**src/rtl/prime_sweep.sv**
```systemverilog
// ---------------------------------------------------------------------------
// prime_sweep
//   Range-scan controller placed in front of the combinational prime
//   detector. After an accepted start it walks a_out through every value in
//   [lo, hi], one value per clock. Each cycle it samples the detector's
//   answer for the registered a_out. When the walk ends it reports the
//   number of primes seen, the largest one, and pulses done.
//
//   Optional build macro: PRIME_SWEEP_SELFCHK_EN
//     When defined, an internal trial-division reference checks every
//     detector answer during SCAN. Any disagreement sets the sticky
//     mismatch flag. Counting still follows the detector, not the
//     reference. When the macro is undefined, mismatch is tied to 0.
//
// Ports
//   clk          rising-edge system clock
//   rst_n        asynchronous active-low reset
//   start        sweep request, sampled only while idle
//   lo, hi       inclusive range bounds, captured on an accepted start
//   a_out        value presented to the detector input
//   is_prime_in  detector verdict for the current a_out
//   busy         high during SCAN cycles
//   done         one-cycle completion pulse
//   range_err    lo > hi on the last accepted start
//   prime_count  primes counted in the last sweep (WIDTH+1 bits)
//   last_prime   largest prime seen in the last sweep, 0 if none
//   found        at least one prime seen in the last sweep
//   mismatch     sticky detector/reference disagreement
// ---------------------------------------------------------------------------
module prime_sweep #(
  parameter int WIDTH = 5
) (
  input  logic             clk,
  input  logic             rst_n,
  input  logic             start,
  input  logic [WIDTH-1:0] lo,
  input  logic [WIDTH-1:0] hi,
  output logic [WIDTH-1:0] a_out,
  input  logic             is_prime_in,
  output logic             busy,
  output logic             done,
  output logic             range_err,
  output logic [WIDTH:0]   prime_count,
  output logic [WIDTH-1:0] last_prime,
  output logic             found,
  output logic             mismatch
);

  typedef enum logic [1:0] {IDLE, SCAN, FIN} state_t;

  state_t           state_reg;
  logic [WIDTH-1:0] hi_reg;

  always_ff @(posedge clk or negedge rst_n) begin
    if (!rst_n) begin
      state_reg   <= IDLE;
      hi_reg      <= '0;
      a_out       <= '0;
      busy        <= 1'b0;
      done        <= 1'b0;
      range_err   <= 1'b0;
      prime_count <= '0;
      last_prime  <= '0;
      found       <= 1'b0;
    end else begin
      case (state_reg)
        IDLE: begin
          if (start) begin
            hi_reg      <= hi;
            prime_count <= '0;
            last_prime  <= '0;
            found       <= 1'b0;
            range_err   <= 1'b0;
            if (lo <= hi) begin
              a_out     <= lo;
              busy      <= 1'b1;
              state_reg <= SCAN;
            end else begin
              // Empty range: nothing is driven. FIN raises done one cycle
              // later, so done comes two cycles after the start edge.
              range_err <= 1'b1;
              state_reg <= FIN;
            end
          end
        end

        SCAN: begin
          if (is_prime_in) begin
            prime_count <= prime_count + 1'b1;
            last_prime  <= a_out;
            found       <= 1'b1;
          end
          // Compare for equality before incrementing, so hi = all-ones
          // finishes without a_out wrapping around.
          if (a_out == hi_reg) begin
            busy      <= 1'b0;
            done      <= 1'b1;
            state_reg <= FIN;
          end else begin
            a_out <= a_out + 1'b1;
          end
        end

        FIN: begin
          // Arriving from SCAN, done is already high. Arriving from the
          // range-error path, done is raised here first.
          if (done) begin
            done      <= 1'b0;
            state_reg <= IDLE;
          end else begin
            done <= 1'b1;
          end
        end

        default: state_reg <= IDLE;
      endcase
    end
  end

`ifdef PRIME_SWEEP_SELFCHK_EN
  // Reference primality by trial division over 2..floor(sqrt(2^WIDTH)).
  function automatic logic golden_prime(input logic [WIDTH-1:0] v);
    int unsigned vi;
    logic        p;
    vi = 32'(v);
    p  = (vi >= 32'd2);
    for (int unsigned d = 2; d * d <= (32'd1 << WIDTH); d++) begin
      if (vi > d && (vi % d) == 32'd0) p = 1'b0;
    end
    return p;
  endfunction

  logic mismatch_reg;

  always_ff @(posedge clk or negedge rst_n) begin
    if (!rst_n) begin
      mismatch_reg <= 1'b0;
    end else if (state_reg == IDLE && start) begin
      mismatch_reg <= 1'b0;
    end else if (state_reg == SCAN && golden_prime(a_out) != is_prime_in) begin
      mismatch_reg <= 1'b1;
    end
  end

  assign mismatch = mismatch_reg;
`else
  assign mismatch = 1'b0;
`endif

endmodule

```
**config.mk**
```make
export PLATFORM = sky130hd
export DESIGN_NAME = prime_sweep
export DESIGN_NICKNAME = d
export VERILOG_FILES = /design/src/rtl/prime_sweep.sv
export SDC_FILE = /design/constraint.sdc
export NUM_CORES = 1
export LEC_CHECK = 0
export CAP_MARGIN = 20
export CORE_MARGIN = 5
export CORE_UTILIZATION = 54
export CTS_BUF_LIST = sky130_fd_sc_hd__clkbuf_2
export DETAILED_ROUTE_END_ITERATION = 16
export PLACE_DENSITY = 0.93
export SLEW_MARGIN = 15
export SYNTH_ARGS = -nofsm -noshare
export SYNTH_HDL_FRONTEND = slang
export SYNTH_SLANG_ARGS = --single-unit
```
**constraint.sdc**
```tcl
create_clock -name clk -period 3.5 [get_ports clk]
set_clock_uncertainty 0.05 [all_clocks]
set_input_delay 0.7 -clock clk [delete_from_list [all_inputs] [get_ports clk]]
set_output_delay 0.7 -clock clk [all_outputs]
set_load 0.1 [all_outputs]
```
# Word-level counts from Yosys, hierarchy flattened
# Cells that the tools add are included.
# totals
in_bits,14
output_inout_bits,21
reg_bits,27
wordCells,56
# op_classes
n_lt_le_gt_ge,1
n_eq_ne,9
reduce_logical,9
n_mux,26
add_sub_neg,2
# ops
cell,count
$mux 5,5
$pmux 5 s2,2
$mux 6,2
$ne 2x2->1 const B,6
$pmux 6 s2,1
$mux 1,8
$mux 2,4
$reduce_and 4->1,2
$add 6x1->6 const B,1
$pmux 1 s2,3
$pmux 2 s3,1
$reduce_and 3->1,2
$add 5x1->5 const B,1
$eq 5x5->1,1
$le 5x5->1,1
$reduce_and 2->1,2
$reduce_bool 2->1,2
$eq 2x1->1 const B,1
$eq 2x2->1 const B,1
$logic_not 2->1,1

# Logic depth before layout (Yosys ltp)
# Gate-level depths: netlist of the first run.
# logic_depth
ltp_word,4
depth_mapped,7
mapped_depth_nobuf,7

# Worst setup path after synthesis of the first run
# OpenSTA, ideal clock, no wires.
# synth_timing
path_kind,register to register
from,reg a_out[0]
to,reg a_out[2]
t_arrival_ns,2.055
required_ns,3.326
synth_period_minus_slack_ns,2.229
slack_ns,1.271
path_buffers,1
stages_incl_launch_ff,7
setup_time_ns,0.124
cell_sequence,dfrtp_1 -> buf_2 -> xor2_1 -> nor2_2 -> and3_1 -> a221o_1 -> o221a_2
# synth_via
elab_chain_len,3
elab_cells_between_ends,6
classes_between,add/sub: 1; eq/ne: 2; mux: 2; reduce/logical: 1
# synth_rtl
element,line,source
"start, declared",38,"output logic [WIDTH-1:0] a_out,"
"start signal, assigned",75,a_out <= lo;
"start signal, assigned",100,a_out <= a_out + 1'b1;
$add 5x1->5 / $eq 5x5->1 (equally long branches),"100, 95",
$mux 5 / $ne 2x2->1 (equally long branches),-,
$pmux 5 s2 / $reduce_and 4->1 (equally long branches),-,
# Parallel ways exist; a longest one is shown, timed or not. The select of a mux whose other input is x is not followed.
# A chain may end at the register's enable or synchronous reset.

# Worst setup path in the final report of the first run
# layout_timing
from,reg prime_count[4]
to,out prime_count[4]
# layout_rtl
element,line,source
"start, declared",43,"output logic [WIDTH:0] prime_count,"
"start signal, assigned",89,prime_count <= prime_count + 1'b1;
# No word-level cell between the ends.

==> results of run 1 <==
logic make-up after synthesis:
| family | share of synthesized area (%) |
|---|---|
| other | 0.2645 |
| flip-flops | 47.66 |
| buffers and inverters | 5.206 |
| AND/OR/NAND/NOR | 16.60 |
| XOR/XNOR | 6.708 |
| AO/OA/AOI/OAI | 16.59 |
| adder cells (fa/ha/maj) | 6.178 |
| multiplexers | 0.7943 |
cell type report:
| class | instances | share of cell area, % |
|---|---|---|
| clock inverter | 1 | 0.4270 |
| clock buffer | 3 | 0.8541 |
| sequential | 27 | 38.43 |
| timing repair buffer | 35 | 18.22 |
| inverter | 9 | 1.922 |
| multi-input combinational | 96 | 38.01 |
| tap | 30 | 2.135 |
routing by layer:
layer / part of all wire (%) / GRT usage, % / up-vias
li1: - / - / 552
met1: 42 / 24.20 / 536
met2: 49 / 31.12 / 57
met3: 8.2 / 3.564 / 5
met4: 1.2 / 5.573 / 0
met5: 0 / 0 / -
worst reg2reg max path, stage by stage, from the launching register on:
cell and delay [ns]:
dfrtp_1 0.54, nor2b_1 0.26, and2_1 0.43, nor2_1 0.22, mux2_2 0.30
cells in the final DEF, fill, tap and decap left out, drive strengths merged, types with 2 or more instances in the layout:
cell,count
a21o,2
a21oi,4
a22o,6
a31oi,2
and3,2
buf,12
clkbuf,3
clkdlybuf4s50,23
dfrtp,27
ha,7
inv,9
nand2,16
nand2b,2
nand3,6
nand4,6
nor2,8
o21ai,9
o221a,5
xor2,10
cells in the mapped netlist:
cell | n | area [sq um]
nand3_1 | 6 | 30.03
clkbuf_2 | 1 | 5.000
conb_1 | 1 | 3.750
xor2_1 | 9 | 78.83
inv_1 | 9 | 33.78
a21oi_1 | 4 | 20.02
o221a_2 | 5 | 56.30
buf_4 | 2 | 15.01
clkbuf_1 | 1 | 3.750
nor3_4 | 1 | 16.27
o221ai_1 | 1 | 8.760
or2b_1 | 1 | 7.510
nand4_1 | 6 | 37.54
nand2b_4 | 1 | 13.76
buf_2 | 1 | 5.000
o21a_1 | 1 | 7.510
and3_1 | 2 | 12.51
a21o_1 | 2 | 15.01
ha_1 | 7 | 87.58
o21ai_0 | 9 | 45.04
mux2_2 | 1 | 11.26
dfrtp_1 | 27 | 675.7
or2_1 | 1 | 6.260
and2_1 | 1 | 6.260
a221o_1 | 1 | 10.01
a22o_2 | 1 | 10.01
a22o_1 | 5 | 43.79
nor2b_1 | 1 | 6.260
xor2_2 | 1 | 16.27
nor2_1 | 7 | 26.28
a31oi_1 | 2 | 12.51
nor2_2 | 1 | 6.260
nand2b_1 | 1 | 6.260
buf_6 | 1 | 11.26
o22ai_1 | 1 | 6.260
nand2_1 | 16 | 60.06
stage by stage:
step	cells	hold slack, ns	utilization (%)	cell area (sq um)
5_1_grt	201	0.4906	70.32	1758
2_1_floorplan	138	0.3544	-	1418
6_report	201	0.4605	70.32	1758
4_1_cts	201	0.4705	70.32	1758
3_3_place_gp	197	0.4103	69.42	1735
3_5_place_dp	197	0.4157	69.42	1735
final timing paths:
kind / endpoint / depth (start not counted) / from / slack [ns]
max: prime_count[4] / 1 / prime_count[4] / 0.83
max reg2reg: prime_count[0] / 4 / state_reg[0] / 1.63
min: found / 1 / found / 0.46
max in group asynchronous: prime_count[0] / 2 / rst_n / 2.54
min reg2reg: found / 1 / found / 0.46
min in group asynchronous: prime_count[2] / 2 / rst_n / 0.62
==> results.md, run 1 <==
- GR Util All Layers: 18.51%
- Avg Synthesized Cell Area: 10.27 sq um
- Post-cts resize count: 0
- DIE AREA: 3750 sq um
- CP bufs+invs: 1
- Mapped Cells: 138
- Max reg flops: 6
- Total core area: 2500 sq um
- Clock buffer depth: 2
- Place WS: 0.7526 ns
- Postcts setup bufs: 0
- GR Overflow Total: 0
- Drt drc: 0
- CTS tree: yes
- Most flop-heavy register: prime_count
- Routed via count: 1150
- FILL cells: 207
- Worst-path fanout max: 3
- Sequential Area: 675.6 sq um
- H-tree depth: 1
- Largest net degree at the start of global routing: 28
- Fmax: 0.3741 GHz
- Clock Latency Late Sink: 0.35 ns
- Fin nets: 193
- Die height: 61.24 microns
- Syn nets: 159
- Area of the multi-input gates: 668.1 sq um
- CP delay by family, top: buffers and inverters
- Vias per cell: 5.721
- Root Driver: clkbuf_2
- Sequential area share after synthesis: 47.66%
- Placement row count: 18
- Status: completed
- I/O pin total: 35
- Critical Path RT: 2.75 ns
- WS Path Type: reg -> out
- Tightest Pin Transition: 0.9714 ns
- Die Span X: 61.24 microns
- Number of port buffers: 33
- Synth-to-Final Area Change: 24.01%
- Clk slew on worst S/H paths: 0.26 ns
- Final worst setup slack: 0.8267 ns
- Unrepaired setup endpoints after global routing: false
- Crit. End Element: output pin
- CP max stage delay: 1.14 ns
- TritonRoute pass-1 iters: 4
- DR iter-0 viols: 34
- Fin crit period: 2.673 ns
- Max Slew Vio Count: 0
- Global-route wire length before repair: 5147 microns
- Final worst path period share: 76.38%
- Post-DP HPWL: 2384 microns
- Max Cap Viol: 0
- Sink Count: 27
- Setup tns final: 0 ns
- Antenna-violating nets left: 0
- Layout cells sized above 1: 15.79%
- CP Cell Sequence: clkdlybuf4s50_1
- Netlist cell types: 36
- Final setup fails: 0
- #FFs+latches synth: 27
- Slowest stage cell, crit path: clkdlybuf4s50_1
- Critical Path AT: 1.92 ns
- Avg WL per Cell: 15.19 microns
- Initial antenna violation count: 0
- Hold_buf cts: 0
- Max-slew headroom at the worst pin: 35.03%
- Final wirelength: 3054 microns
- Initial Utilization: 56.71%
- Min-Delay Path Class: reg -> reg
- Vias in the first global route: 1144
- Ant diodes: 0
- Yosys warns: 0
- Cell Area, Synth: 1418 sq um
- Cts bufs inserted: 3
- Worst Setup Start Kind: flip-flop
- Fin. Hold Viols: 0
- Routability congestion estimate from global placement: 0.8690
Power of run 1 is left out: the tool's default activity adds up to more than one toggle a clock period on the data nets, which glitch-free logic cannot reach.
==> inputs of run 2 (changes only) <==
--- a/config.mk
+++ b/config.mk
@@ -7,10 +7,10 @@
 export LEC_CHECK = 0
 export CAP_MARGIN = 20
 export CORE_MARGIN = 5
-export CORE_UTILIZATION = 54
+export CORE_UTILIZATION = 46
 export CTS_BUF_LIST = sky130_fd_sc_hd__clkbuf_2
 export DETAILED_ROUTE_END_ITERATION = 16
-export PLACE_DENSITY = 0.93
+export PLACE_DENSITY = 0.85
 export SLEW_MARGIN = 15
 export SYNTH_ARGS = -nofsm -noshare
 export SYNTH_HDL_FRONTEND = slang
==> constraint.sdc (replaced) <==
create_clock -name clk -period 2.3 [get_ports clk]
set_clock_uncertainty 0.05 [all_clocks]
set_input_delay 0.46 -clock clk [delete_from_list [all_inputs] [get_ports clk]]
set_output_delay 0.46 -clock clk [all_outputs]
set_load 0.1 [all_outputs]
==> results.md, run 2 (same netlist as run 1, synthesis figures left out) <==
- Cts bufs inserted: 3 (unchanged)
- Worst setup endpoint: a_out[4] (was prime_count[4])
- FF-to-FF End: a_out[0] (was prime_count[0])
- Routability congestion estimate from global placement: 0.8220 (was 0.8690)
- Postcts setup bufs: 0 (unchanged)
- Sink Count: 27 (unchanged)
- R2r worst-path depth: 5 (was 4)
- Hold_buf cts: 0 (unchanged)
- Largest net degree at the start of global routing: 28 (unchanged)
- Post-cts resize count: 0 (unchanged)
- Most frequent cells in the layout: buf_4, dfrtp_1, nand2_1 (was dfrtp_1, clkdlybuf4s50_1, nand2_1)
- Unrepaired setup endpoints after global routing: false (unchanged)
- Post-DP HPWL: 2710 microns (was 2384 microns)
- Ant diodes: 0 (unchanged)
- Total core area: 3003 sq um (was 2500 sq um)
- H-tree depth: 1 (unchanged)
- Placement row count: 20 (was 18)
- Synth-to-Final Area Change: 27.10% (was 24.01%)
- DIE AREA: 4292 sq um (was 3750 sq um)
- Number of port buffers: 33 (unchanged)
- Routed via count: 1196 (was 1150)
- Max Slew Vio Count: 0 (unchanged)
- Clk slew on worst S/H paths: 0.26 ns (about the same)
- TritonRoute pass-1 iters: 4 (unchanged)
- I/O pin total: 35 (unchanged)
- Worst-path fanout max: 4 (was 3)
- Max Cap Viol: 0 (unchanged)
- Initial antenna violation count: 0 (unchanged)
- WS Path Type: in -> reg (was reg -> out)
- Avg WL per Cell: 16.08 microns (was 15.19 microns)
- Most common cell after layout, fill and taps aside: buf_4 (was dfrtp_1)
- Antenna-violating nets left: 0 (unchanged)
- Vias in the first global route: 1228 (was 1144)
- Die height: 65.52 microns (was 61.24 microns)
- Critical Path RT: 2.55 ns (was 2.75 ns)
- Final wirelength: 3424 microns (was 3054 microns)
- Final core occ: 60.00% (was 70.32%)
- Fin. Hold Viols: 0 (unchanged)
- Min-Delay Path Class: in -> async (was reg -> reg)
- Final setup fails: 0 (unchanged)
- Layout cells sized above 1: 25.56% (was 15.79%)
- Vias per cell: 5.615 (was 5.721)
- DP Cell Count: 209 (was 197)
- GR Util All Layers: 17.87% (was 18.51%)
- Most flop-heavy register: prime_count (unchanged)
- Setup crit start: hi[4] (was prime_count[4])
- Final worst path period share: 89.88%
- Fin cells: 213 (was 201)
- Max reg flops: 6 (unchanged)
- Initial Utilization: 47.21% (was 56.71%)
- Clock Latency Late Sink: 0.37 ns (was 0.35 ns)
- Worst Setup Start Kind: primary input (was flip-flop)
- Clock buffer depth: 2 (unchanged)
- Status: completed (unchanged)
- FILL cells: 264 (was 207)
- Die Span X: 65.52 microns (was 61.24 microns)
- Fin crit period: 2.067 ns
- DR iter-0 viols: 65 (was 34)
- GR Overflow Total: 0 (unchanged)
- Root Driver: clkbuf_2 (unchanged)
- Critical Path AT: 2.32 ns (was 1.92 ns)
- Crit. End Element: flip-flop (was output pin)
- Global-route wire length before repair: 5920 microns (was 5147 microns)
- CTS tree: yes (unchanged)
- Fin nets: 202 (was 193)
- Register-to-register setup slack: 0.47 ns (was 1.63 ns)
- R2R Path Start: a_out[1] (was state_reg[0])
- Fmax: 0.4837 GHz
- Drt drc: 0 (unchanged)
[run 2: per-stage QoR]
| stage | setup TNS, ns | hold WS, ns | instance area, sq um | worst slack (ns) |
|---|---|---|---|---|
| CTS | 0 | 0.3911 | 1802 | 0.2370 |
| floorplan | 0 | 0.1144 | 1418 | 0.07089 |
| global route | 0 | 0.3800 | 1802 | 0.1537 |
| global placement | -0.4171 | 0.4170 | 1782 | -0.1062 |
| detailed placement | -0.7833 | 0.4195 | 1782 | -0.1806 |
| finish | 0 | 0.3744 | 1802 | 0.2328 |
[run 2: critical path: stages]
cell	delay, ns
clkdlybuf4s50_1	0.45
inv_1	0.05
ha_1	0.31
nand4_1	0.11
or2_1	0.24
a21o_1	0.25
buf_4	0.18
o221a_2	0.26
[run 2: how the worst min path moves through the flow]
stage / depth (start not counted) / end / slack (ns) / start
2_1_floorplan: 0 / a_out[0] / 0.11 / rst_n
3_3_place_gp: 1 / found / 0.42 / found
3_5_place_dp: 1 / found / 0.42 / found
4_1_cts: 2 / a_out[1] / 0.39 / rst_n
5_1_grt: 2 / state_reg[0] / 0.38 / rst_n
6_report: 2 / a_out[1] / 0.37 / rst_n
[run 2: cell type report]
type                    count  area (sq um)  share of cell area, %
well taps                  33         41.29                  2.292
repair buffers             44         362.8                  20.14
clock buffers               4         20.02                  1.111
flip-flops and latches     27         675.6                  37.50
multi-input cells          96         668.1                  37.08
inverters                   9         33.78                  1.875
[run 2: routing by layer]
| layer | wire length, microns | vias to the layer above | global-route usage, % | share of wire (%) |
|---|---|---|---|---|
| li1 | - | 570 | - | - |
| met1 | 1542 | 586 | 23.88 | 45 |
| met2 | 1699 | 35 | 29.58 | 50 |
| met3 | 121 | 5 | 1.026 | 3.5 |
| met4 | 61 | 0 | 8.549 | 1.8 |
| met5 | 0 | - | 0 | 0 |
Power of run 2 is left out for the same reason.
==> inputs of run 3 (changes only) <==
--- a/config.mk
+++ b/config.mk
@@ -7,10 +7,11 @@
 export LEC_CHECK = 0
 export CAP_MARGIN = 20
 export CORE_MARGIN = 5
-export CORE_UTILIZATION = 46
+export CORE_UTILIZATION = 58
 export CTS_BUF_LIST = sky130_fd_sc_hd__clkbuf_2
 export DETAILED_ROUTE_END_ITERATION = 16
-export PLACE_DENSITY = 0.85
+export DONT_BUFFER_PORTS = 1
+export PLACE_DENSITY = 0.83
 export SLEW_MARGIN = 15
 export SYNTH_ARGS = -nofsm -noshare
 export SYNTH_HDL_FRONTEND = slang
==> results.md, run 3 (same netlist as run 1, synthesis figures left out) <==
- GR Util All Layers: 21.47% (was 17.87%)
- DR iter-0 viols: 31 (was 65)
- Critical Path AT: 2.09 ns (was 2.32 ns)
- Clock Latency Late Sink: 0.37 ns (about the same)
- Final worst path period share: 80.61% (was 89.88%)
- I/O pin total: 35 (unchanged)
- Worst min-delay path startpoint: hi[0]
- Sink Count: 27 (unchanged)
- Clock buffer depth: 2 (unchanged)
- Fin nets: 183 (was 202)
- Hold_buf cts: 2 (was 0)
- Sequential Area: 675.6 sq um (unchanged)
- Vias per cell: 6.105 (was 5.615)
- Crit. End Element: flip-flop (unchanged)
- DIE AREA: 3533 sq um (was 4292 sq um)
- Avg WL per Cell: 18.06 microns (was 16.08 microns)
- Fin. Hold Viols: 0 (unchanged)
- Root Driver: clkbuf_2 (unchanged)
- Worst Setup Start Kind: flip-flop (was primary input)
- Fin crit period: 1.854 ns (was 2.067 ns)
- Drt drc: 0 (unchanged)
- Die Span X: 59.44 microns (was 65.52 microns)
- Number of port buffers: 0 (was 33)
- Synth-to-Final Area Change: 15.53% (was 27.10%)
- Initial Utilization: 58.83% (was 47.21%)
- Total core area: 2410 sq um (was 3003 sq um)
- Setup crit start: a_out[1] (was hi[4])
- Status: completed (unchanged)
- Clk slew on worst S/H paths: 0.26 ns (about the same)
- Ant diodes: 0 (unchanged)
- Layout cells sized above 1: 24.22% (was 25.56%)
- Setup tns final: 0 ns (unchanged)
- TritonRoute pass-1 iters: 4 (unchanged)
- Die height: 59.44 microns (was 65.52 microns)
- Fmax: 0.5394 GHz (was 0.4837 GHz)
- GR Overflow Total: 0 (unchanged)
- Unrepaired setup endpoints after global routing: false (unchanged)
- Initial antenna violation count: 0 (unchanged)
- Placement row count: 18 (was 20)
- Max reg flops: 6 (unchanged)
- Most flop-heavy register: prime_count (unchanged)
- Min-Delay Path Class: in -> reg (was in -> async)
- Routed via count: 1166 (was 1196)
- Postcts setup bufs: 0 (unchanged)
- Critical Path RT: 2.53 ns (was 2.55 ns)
- Global-route wire length before repair: 5540 microns (was 5920 microns)
- Largest net degree at the start of global routing: 28 (unchanged)
- Final setup fails: 0 (unchanged)
- R2R Path Start: a_out[1] (unchanged)
- Post-cts resize count: 0 (unchanged)
- Cts bufs inserted: 3 (unchanged)
- Post-DP HPWL: 2707 microns (was 2710 microns)
- Routability congestion estimate from global placement: 0.8452 (was 0.8220)
- Worst-path fanout max: 6 (was 4)
- Most frequent cells in the layout: dfrtp_1, buf_4, nand2_1 (was buf_4, dfrtp_1, nand2_1)
- Vias in the first global route: 1223 (was 1228)
- Final wirelength: 3449 microns (was 3424 microns)
- Max Cap Viol: 0 (unchanged)
- WS Path Type: reg -> reg (was in -> reg)
- Max Slew Vio Count: 0 (unchanged)
- H-tree depth: 1 (unchanged)
- CTS tree: yes (unchanged)
- Most common cell after layout, fill and taps aside: dfrtp_1 (was buf_4)
- Antenna-violating nets left: 0 (unchanged)
- Area of the multi-input gates: 668.1 sq um (unchanged)
- FILL cells: 184 (was 264)
[run 3: cell types whose count changed in the layout (fill, tap and decap cells not counted)]
cell,previous run,this run
buf_12,0,1
buf_4,31,23
clkbuf_2,4,3
clkdlybuf4s50_1,13,0
clkinv_2,0,1
dlygate4sd3_1,0,1
[run 3: final timing paths]
path / end / slack [ns] / depth (start not counted)
worst min-delay path: hi_reg[0] / 0.12 / 2
worst min register to register: hi_reg[0] / 0.49 / 2
max in group asynchronous: found / 1.62 / 2
worst max register to register: a_out[4] / 0.45 / 5
min in group asynchronous: last_prime[4] / 0.42 / 2
worst max-delay path: a_out[4] / 0.45 / 5
[run 3: critical path, stage by stage (launching register included)]
cell and delay [ns]:
dfrtp_1 0.55, xor2_1 0.23, nor3_4 0.31, a21oi_1 0.16, nand2b_4 0.20, o221a_2 0.26
[run 3: per-stage QoR]
step	util, %	std cells	instance area, sq um	hold slack [ns]	setup slack (ns)
final	67.96	191	1638	0.1239	0.4460
after global routing	67.96	191	1638	0.1044	0.3025
after CTS	67.96	191	1638	0.1032	0.4812
after detailed placement	65.89	185	1588	0.1152	0.2378
after floorplan	-	138	1418	0.1144	0.07089
after global placement	65.89	185	1588	0.1154	0.3321
[run 3: layout make-up]
| cell class | instances | area share (%) |
|---|---|---|
| clock buffer | 3 | 0.9167 |
| clock inverter | 1 | 0.3056 |
| inverter | 9 | 2.063 |
| multi-input combinational | 96 | 40.79 |
| sequential | 27 | 41.25 |
| tap | 30 | 2.292 |
| timing repair buffer | 25 | 12.38 |
[run 3: metal layers]
layer  part of all wire [%]  GRT usage, %  vias up  routed length [microns]
met3                    9.1         5.882       11                      314
met4                    2.6         11.97        0                       91
met1                     38         25.10      568                     1313
met2                     50         35.26       55                     1730
met5                      0             0        -                        0
li1                       -             -      532                        -
Power of run 3 is left out for the same reason.
